`config.mk`:
```
export PLATFORM = sky130hd
export DESIGN_NAME = con3_decoder
export DESIGN_NICKNAME = d
export VERILOG_FILES = /design/src/rtl/con3_pkg.sv /design/src/rtl/con3_edge_sync.sv /design/src/rtl/con3_decoder.sv
export SDC_FILE = /design/constraint.sdc
export NUM_CORES = 1
export LEC_CHECK = 0
export ABC_AREA = 1
export BUFFER_PORTS_ARGS = -buffer_cell sky130_fd_sc_hd__buf_2
export CORE_ASPECT_RATIO = 0.7
export CORE_UTILIZATION = 50
export CTS_CLUSTER_DIAMETER = 120
export CTS_CLUSTER_SIZE = 20
export DETAILED_ROUTE_END_ITERATION = 6
export PLACE_DENSITY = 0.67
export SLEW_MARGIN = 0
export SYNTH_ARGS = -nofsm -noshare
export SYNTH_HDL_FRONTEND = slang
export SYNTH_SLANG_ARGS = --single-unit
```
`constraint.sdc`:
```
create_clock -name clk -period 3.3 [get_ports clk]
set_clock_uncertainty 0.15 [all_clocks]
set_input_delay 0.165 -clock clk [delete_from_list [all_inputs] [get_ports clk]]
set_output_delay 0.165 -clock clk [all_outputs]
set_load 0.05 [all_outputs]
```
`src/rtl/con3_pkg.sv`:
```
// Shared constants, FSM encoding and sizing helper for the con3 servo decoder.
package con3_pkg;

  localparam int TICKS_PER_CYCLE = 256;
  localparam int TO_W = 16;

  typedef enum logic [1:0] {
    ST_SYNC      = 2'd0,
    ST_WAIT_RISE = 2'd1,
    ST_MEASURE   = 2'd2
  } state_e;

  function automatic int w_width(input int hc);
    int w;
    w = $clog2((hc + 1) * TICKS_PER_CYCLE + 1);
    return (w < 10) ? 10 : w;
  endfunction

endpackage

```
`src/rtl/con3_edge_sync.sv`:
```
// Input synchronizer with registered level/rise/fall and a fill-ready flag.
// CON3_DEC_GLITCH_FILTER_EN adds a 3-sample stability filter when FILT=1.
module con3_edge_sync
  import con3_pkg::*;
#(
  parameter int STAGES = 2,
  parameter bit FILT   = 1'b0
) (
  input  logic clk,
  input  logic module_rst,
  input  logic d_i,
  output logic lvl_o,
  output logic rise_o,
  output logic fall_o,
  output logic rdy_o
);

  logic [STAGES-1:0] sync_q;
  logic              raw;
  logic              cur;
  logic              lvl_q;
  logic              rise_q;
  logic              fall_q;

  assign raw = sync_q[STAGES-1];

`ifdef CON3_DEC_GLITCH_FILTER_EN
  localparam int FD = FILT ? 3 : 0;
  logic [1:0] hist_q;
  logic       filt_q;

  // raw plus two history samples = three stable clk cycles
  always_ff @(posedge clk or posedge module_rst) begin
    if (module_rst) begin
      hist_q <= '0;
      filt_q <= 1'b0;
    end else begin
      hist_q <= {hist_q[0], raw};
      if (raw == hist_q[0] && raw == hist_q[1])
        filt_q <= raw;
    end
  end

  assign cur = FILT ? filt_q : raw;
`else
  localparam int FD = 0;
  assign cur = raw;
`endif

  localparam int VL = STAGES + FD + 1;
  logic [VL-1:0] v_q;

  always_ff @(posedge clk or posedge module_rst) begin
    if (module_rst) begin
      sync_q <= '0;
      lvl_q  <= 1'b0;
      rise_q <= 1'b0;
      fall_q <= 1'b0;
      v_q    <= '0;
    end else begin
      sync_q <= {sync_q[STAGES-2:0], d_i};
      lvl_q  <= cur;
      rise_q <= cur & ~lvl_q;
      fall_q <= ~cur & lvl_q;
      v_q    <= {v_q[VL-2:0], 1'b1};
    end
  end

  assign lvl_o  = lvl_q;
  assign rise_o = rise_q;
  assign fall_o = fall_q;
  assign rdy_o  = v_q[VL-1];

endmodule

```
`src/rtl/con3_decoder.sv`:
```
// con3 servo PWM decoder: measures high time in 256 kHz ticks, reports angle.
// Optional glitch filter on servo_in: define CON3_DEC_GLITCH_FILTER_EN.
module con3_decoder
  import con3_pkg::*;
#(
  parameter int HIGH_CYCLE     = 1,
  parameter int SYNC_STAGES    = 2,
  parameter int TIMEOUT_CYCLES = 8
) (
  input  logic       clk,
  input  logic       module_rst,
  input  logic       clk_256kHz,
  input  logic       servo_in,
  output logic [7:0] angle,
  output logic       angle_valid,
  output logic       angle_error,
  output logic       signal_lost
);

  localparam int WW = w_width(HIGH_CYCLE);
  localparam logic [WW-1:0] W_LO =
    WW'(HIGH_CYCLE * TICKS_PER_CYCLE);
  localparam logic [WW-1:0] W_OVF =
    WW'((HIGH_CYCLE + 1) * TICKS_PER_CYCLE);
  localparam logic [TO_W-1:0] TO_LIM =
    TO_W'(TIMEOUT_CYCLES * TICKS_PER_CYCLE);

  logic srv_lvl;
  logic srv_rise;
  logic srv_fall;
  logic srv_rdy;
  logic tick;
  logic tck_lvl_unused;
  logic tck_fall_unused;
  logic tck_rdy_unused;

  con3_edge_sync #(
    .STAGES (SYNC_STAGES),
    .FILT   (1'b1)
  ) u_srv (
    .clk        (clk),
    .module_rst (module_rst),
    .d_i        (servo_in),
    .lvl_o      (srv_lvl),
    .rise_o     (srv_rise),
    .fall_o     (srv_fall),
    .rdy_o      (srv_rdy)
  );

  con3_edge_sync #(
    .STAGES (SYNC_STAGES),
    .FILT   (1'b0)
  ) u_tick (
    .clk        (clk),
    .module_rst (module_rst),
    .d_i        (clk_256kHz),
    .lvl_o      (tck_lvl_unused),
    .rise_o     (tick),
    .fall_o     (tck_fall_unused),
    .rdy_o      (tck_rdy_unused)
  );

  state_e          state_q, state_d;
  logic [WW-1:0]   w_q, w_d, w_inc;
  logic [7:0]      angle_q, angle_d;
  logic            valid_q, valid_d;
  logic            err_q, err_d;
  logic [TO_W-1:0] to_q, to_d, to_inc;
  logic            lost_q, lost_d;

  always_ff @(posedge clk or posedge module_rst) begin
    if (module_rst) begin
      state_q <= ST_SYNC;
      w_q     <= '0;
      angle_q <= '0;
      valid_q <= 1'b0;
      err_q   <= 1'b0;
      to_q    <= '0;
      lost_q  <= 1'b0;
    end else begin
      state_q <= state_d;
      w_q     <= w_d;
      angle_q <= angle_d;
      valid_q <= valid_d;
      err_q   <= err_d;
      to_q    <= to_d;
      lost_q  <= lost_d;
    end
  end

  always_comb begin
    state_d = state_q;
    w_d     = w_q;
    angle_d = angle_q;
    valid_d = 1'b0;
    err_d   = 1'b0;
    // a tick in the same cycle as an edge is counted first
    w_inc   = tick ? w_q + 1'b1 : w_q;

    unique case (state_q)
      ST_SYNC: begin
        w_d = '0;
        if (srv_rdy && !srv_lvl)
          state_d = ST_WAIT_RISE;
      end
      ST_WAIT_RISE: begin
        w_d = '0;
        if (srv_rise)
          state_d = ST_MEASURE;
      end
      ST_MEASURE: begin
        w_d = w_inc;
        if (w_inc >= W_OVF) begin
          err_d   = 1'b1;
          state_d = ST_SYNC;
        end else if (srv_fall) begin
          state_d = ST_WAIT_RISE;
          if (w_inc >= W_LO) begin
            valid_d = 1'b1;
            // W_LO is a multiple of 256, so the offset is the low byte
            angle_d = w_inc[7:0];
          end else begin
            err_d = 1'b1;
          end
        end
      end
      default: state_d = ST_SYNC;
    endcase

    to_inc = (tick && to_q != TO_LIM) ? to_q + 1'b1 : to_q;
    to_d   = srv_rise ? '0 : to_inc;
    lost_d = lost_q;
    if (valid_d)
      lost_d = 1'b0;
    else if (to_d == TO_LIM)
      lost_d = 1'b1;
  end

  assign angle       = angle_q;
  assign angle_valid = valid_q;
  assign angle_error = err_q;
  assign signal_lost = lost_q;

endmodule
```
Word level (Yosys, flattened, before mapping)
Cells that the tools add are included.
{"block": "op_classes", "n_addsub": 2, "eq_ne": 7, "bitwise": 7, "reduce_logical": 9, "n_mux": 19, "order_cmp": 2}
{"op": "$mux 16", "n": 2}
{"op": "$pmux 10 s2", "n": 1}
{"op": "$add 16x1->16 const B", "n": 1}
{"op": "$eq 16x12->1 const B", "n": 1}
{"op": "$ne 16x12->1 const B", "n": 1}
{"op": "$add 10x1->10 const B", "n": 1}
{"op": "$ge 10x10->1 const B", "n": 1}
{"op": "$ge 10x9->1 const B", "n": 1}
{"op": "$mux 1", "n": 10}
{"op": "$mux 10", "n": 1}
{"op": "$mux 2", "n": 4}
{"op": "$pmux 2 s3", "n": 1}
{"op": "$not 1->1", "n": 4}
{"op": "$reduce_and 4->1", "n": 1}
{"op": "$reduce_bool 2->1", "n": 2}
{"op": "$and 1x1->1", "n": 3}
{"op": "$ne 3x2->1 const B", "n": 1}
{"op": "$reduce_and 3->1", "n": 1}
{"op": "$eq 2x1->1 const B", "n": 1}
{"op": "$eq 2x2->1 const B", "n": 1}
{"op": "$logic_and 1x1->1", "n": 2}
{"op": "$logic_not 2->1", "n": 1}
{"op": "$ne 2x1->1 const B", "n": 1}
{"op": "$ne 2x2->1 const B", "n": 1}
{"op": "2 further kinds", "n": 2}
{"block": "totals", "word_cells": 61, "regBits": 51, "input_bits": 4, "output_inout_bits": 11}

Logic depth before layout (Yosys ltp)
{"block": "logic_depth", "ltp_word": 8, "mapped_depth": 16, "depth_no_buf": 15}

Hierarchy
From an unflattened synthesis, not the netlist that was laid out.
{"block": "hier_totals", "hier_cells": 348, "hier_area_um2": 2780.2}
{"mod": "con3_decoder", "area_each_um2": 2334.7, "seq_area_each_um2": 975.9, "instances": 1, "cells_each": 320}
{"mod": "con3_edge_sync", "area_each_um2": 222.7, "seq_area_each_um2": 200.2, "instances": 2, "cells_each": 14}

Worst setup path after synthesis
No wires, ideal clock.
{"block": "synth_path", "kind": "reg2reg", "start": "register to_q[0]", "end": "register lost_q, in the netlist signal_lost", "slack_ns": 1.338, "synth_period_minus_slack_ns": 1.962, "required_ns": 3.078, "n_path_buf": 1, "stages_incl_launch_ff": 15, "setup_time_ns": 0.072, "t_arrival_ns": 1.740, "path_cell_list": "dfrtp_1 -> inv_1 -> ha_1 -> nand2_1 -> nor2_1 -> a21oi_1 -> clkbuf_1 -> o21ai_0 -> nand3_1 -> nand2_1 -> nor2_1 -> nand2_1 -> nor2_1 -> nor2_1 -> nor2_1"}
{"block": "synth_via", "elab_chain_len": 6, "word_cells_on_any_way": 7, "classes_between": "add/sub (1); eq/ne (2); mux (2); reduce/logical (2)"}
{"item": "start: declaration", "line": "con3_decoder.sv:68", "rtl": "logic [TO_W-1:0] to_q, to_d, to_inc;"}
{"item": "start signal: assignment", "line": "con3_decoder.sv:86", "rtl": "to_q <= to_d;"}
{"item": "parallel branches: the longest is 2 deep, another holds $add 16x1->16"}
{"item": "$mux 16 *", "line": "con3_decoder.sv:130", "rtl": "to_inc = (tick && to_q != TO_LIM) ? to_q + 1'b1 : to_q;"}
{"item": "$mux 16 *", "line": "con3_decoder.sv:131", "rtl": "to_d = srv_rise ? '0 : to_inc;"}
{"item": "$eq 16x12->1 *", "line": "con3_decoder.sv:135", "rtl": "else if (to_d == TO_LIM)"}
{"item": "$reduce_bool 2->1 (no line) *"}
{"item": "end signal: assignment", "line": "con3_decoder.sv:87", "rtl": "lost_q <= lost_d;"}
{"item": "end: declaration", "line": "con3_decoder.sv:69", "rtl": "logic lost_q, lost_d;"}
Mark *: on every way between the ends.
A chain may end at the register's enable or synchronous reset.

Final worst setup path
{"block": "layout_path", "start": "register u_tick.rise_q, in the netlist u_tick.rise_o", "end": "register angle_q[1], in the netlist angle[1]"}
{"block": "layout_via", "elab_chain_len": 4, "word_cells_on_any_way": 5, "classes_between": "order compare (2); mux (1); bitwise (1); reduce/logical (1)"}
{"item": "start: declaration", "line": "con3_edge_sync.sv:22", "rtl": "logic rise_q;"}
{"item": "start signal: assignment", "line": "con3_edge_sync.sv:63", "rtl": "rise_q <= cur & ~lvl_q;"}
{"item": "$mux 10 *", "line": "con3_decoder.sv:98", "rtl": "w_inc = tick ? w_q + 1'b1 : w_q;"}
{"item": "$ge 10x10->1", "line": "con3_decoder.sv:113", "rtl": "if (w_inc >= W_OVF) begin"}
{"item": "$not 1->1 (no line)"}
{"item": "$reduce_and 4->1 (no line)"}
{"item": "end signal: assignment", "line": "con3_decoder.sv:83", "rtl": "angle_q <= angle_d;"}
{"item": "end: declaration", "line": "con3_decoder.sv:65", "rtl": "logic [7:0] angle_q, angle_d;"}
Every way passes the cells marked *; elsewhere a longest branch is shown, timed or not.

==> results.yml <==
outcome:
  status: "finished clean"
place:
  dp_slack_ps: 696
  port_buffers: 14
  hpwl_um: 3870
  place.gp.congestion: 0.918
  place_inst: 412
routing:
  drtAntennaViolNets: 0
  avgRoutedWirePerCell_um: 12.6
  num_vias: 2120
  drc: 0
  drt-pass1-iter-count: 4
  drtIter0Drc: 213
  viasPerCell: 5.01
  wl_um: 5310
layout:
  drive_gt1_frac: 0.0904
  syn_to_final_growth_pct: 9.74
  instances_no_fill: 423
  multi_input_area_um2: 1090
  nets: 360
  nFillCells: 446
  regArea_um2: 1280
  antenna_cells: 0
yosys:
  synth_common_cells: "nand2_1 (94), inv_1 (52), dfrtp_1 (51), nor2_1 (39), nand3_1 (27)"
  async_flop_share: 1.00
  synth_top_flop_cell: "dfrtp_1"
  ys_warn_count: 0
  synth_top_area_share: 0.489
  synth_edf_count: 0
  synth_top_cell_by_area: "dfrtp_1"
  syn_inst: 334
  synth_area_um2: 2610
  synth_area_per_cell_um2: 7.81
  synth_most_common_cell: "nand2_1"
  synth_seq_cells: 51
  ys_seq_area_frac: 0.489
  ys_types: 29
  synthesis.nets: 341
  synth.area.top_cells: "dfrtp_1 (49%), nand2_1 (14%), inv_1 (7.5%)"
power_and_ir_drop:
  switching_share: 0.315
  pwr-share-clk: 0.295
  max-vdd-ir-drop_uv: 312
  p_int_mw: 0.880
  leakagePower_nw: 1.49
  power.switching_mw: 0.405
  power_density_nw_per_um2: 449
  seq_power_share: 0.543
  comb_power_share: 0.162
global_routing:
  grt_util_met3: 0.0436
  use_met2: 0.275
  grt_max_degree: 52
  grt_pass1_wl_um: 8940
  grt_pass1_vias: 1831
  antenna_found_initial: 0
  use_met1: 0.364
  grt_overflow: 0
  grt.busiest_layer: "met1"
  grtUsageTotal: 0.216
worst_setup_path:
  required_ps: 3350
  worstSetupPathType: "reg2reg"
  cp_data_arrival_time_ps: 2670
  cp_max_fo: 18
  crit_path_start_kind: "flop"
  end_kind: "flop"
timing:
  fin_tns_setup_ps: 0
  max_clock_freq_mhz: 383
  worst_pin_slew_ps: 1030
  maxSlewViolCount: 0
  layout_setup_ws_ps: 687
  period_needed_ps: 2610
  setup_viol: 0
  finalCritPeriodShare: 0.792
  rsz0062_at_grt: "false"
  maxSlewHeadroom: 0.313
  hold_viol: 0
die:
  die-area_um2: 5510
  row_count: 21
  initial_core_util: 0.534
  die_h_um: 62.4
  design.core.area_um2: 4890
  die_w_um: 88.3
  ios: 15
clock_network:
  htreeDepth: 2
  tritoncts: "yes"
  hold_buffers: 3
  cts_buffers: 5
  root_buffer: "clkbuf_8"
  clk_path_buf_depth: 2
  clk_latency_ps: 300
  postCtsSetupRepairBufs: 0
  path_clk_slew_ps: 100
  cts.sinks: 51
  cts_resized: 0
job:
  drv_cap: 0
min_path:
  min_path_type: "reg2reg"
==> layout by cell type, fill, tap and decap left out, types with 2 or more instances in the layout <==
cell and instances:
xor2_1 9, o22ai_1 7, dlygate4sd3_1 3, nand4_1 8, clkinv_4 2, a21oi_1 6
nor2_1 39, ha_1 3, inv_1 51, buf_2 14, o21a_1 8, dfrtp_1 51
nor3_1 3, clkbuf_8 5, nand2_1 94, o21ai_0 6, nand3_1 27, inv_2 2
nand2_2 4
==> critical path, cell delays in order, from the launching register on <==
cell     delay (ps)
dfrtp_1         660
inv_2           100
nor4_4          350
nand2_2         120
nor2_2          120
nand2_1          70
nand2_2          70
nand2_2          80
nor3_4          510
nand2_1         140
o21a_1          140
==> power groups by stage <==
| stage | clock, mW | sequential (mW) | combinational, mW |
|---|---|---|---|
| after floorplan | 0 | 0.712 | 0.149 |
| after global placement | 0 | 0.709 | 0.204 |
| after detailed placement | 0 | 0.709 | 0.203 |
| after CTS | 0.396 | 0.697 | 0.207 |
| after global routing | 0.422 | 0.702 | 0.234 |
| final | 0.379 | 0.697 | 0.209 |
==> through the flow <==
stage | area (µm²) | util | hold WS (ps) | total power [mW]
after detailed placement | 2730 | 0.559 | 124 | 0.913
after global routing | 2860 | 0.586 | 228 | 1.36
after CTS | 2860 | 0.586 | 210 | 1.30
after global placement | 2730 | 0.559 | 123 | 0.913
final | 2860 | 0.586 | 205 | 1.29
after floorplan | 2610 | - | 46.4 | 0.861
==> worst paths after layout <==
check                            startpoint               end  slack, ps  cells after the start
max                           u_tick.rise_o          angle[1]        690                     10
min                        u_tick.sync_q[0]  u_tick.sync_q[1]        210                      0
max reg2reg                   u_tick.rise_o          angle[1]        690                     10
min reg2reg                u_tick.sync_q[0]  u_tick.sync_q[1]        210                      0
max in group asynchronous        module_rst            w_q[1]       1870                      3
min in group asynchronous        module_rst           to_q[8]        500                      3
==> layout make-up <==
type | count | share of cell area
Clock buffer | 5 | 0.0240
Clock inverter | 3 | 0.0101
Inverter | 54 | 0.0708
Multi-Input combinational cell | 223 | 0.381
Sequential cell | 51 | 0.446
Tap cell | 69 | 0.0302
Timing Repair Buffer | 18 | 0.0376
==> per-layer routing <==
layer  part of all wire  vias up
met4             0.0092        0
met3              0.079        6
met1               0.52      960
met2               0.39       72
met5                  0        -
li1                   -     1082
==> state kept, by name, summed over array words and instances (netlist names), 2 cells and up <==
signal,flops
u_srv.v_q,3
w_q,10
u_tick.sync_q,2
to_q,16
state_q,2
u_srv.sync_q,2
angle,8
==> logic make-up after synthesis <==
logic type	count (synthesis)	share of synthesized area
AOI/OAI and AO/OA	30	0.0715
xor gates and xnor gates	10	0.0336
adders and majority gates	3	0.0144
buffers and inverters	60	0.0921
DFF	51	0.489
other	1	0.00144
and+or+nand+nor	179	0.298
Power figures use the tool's default switching activity.
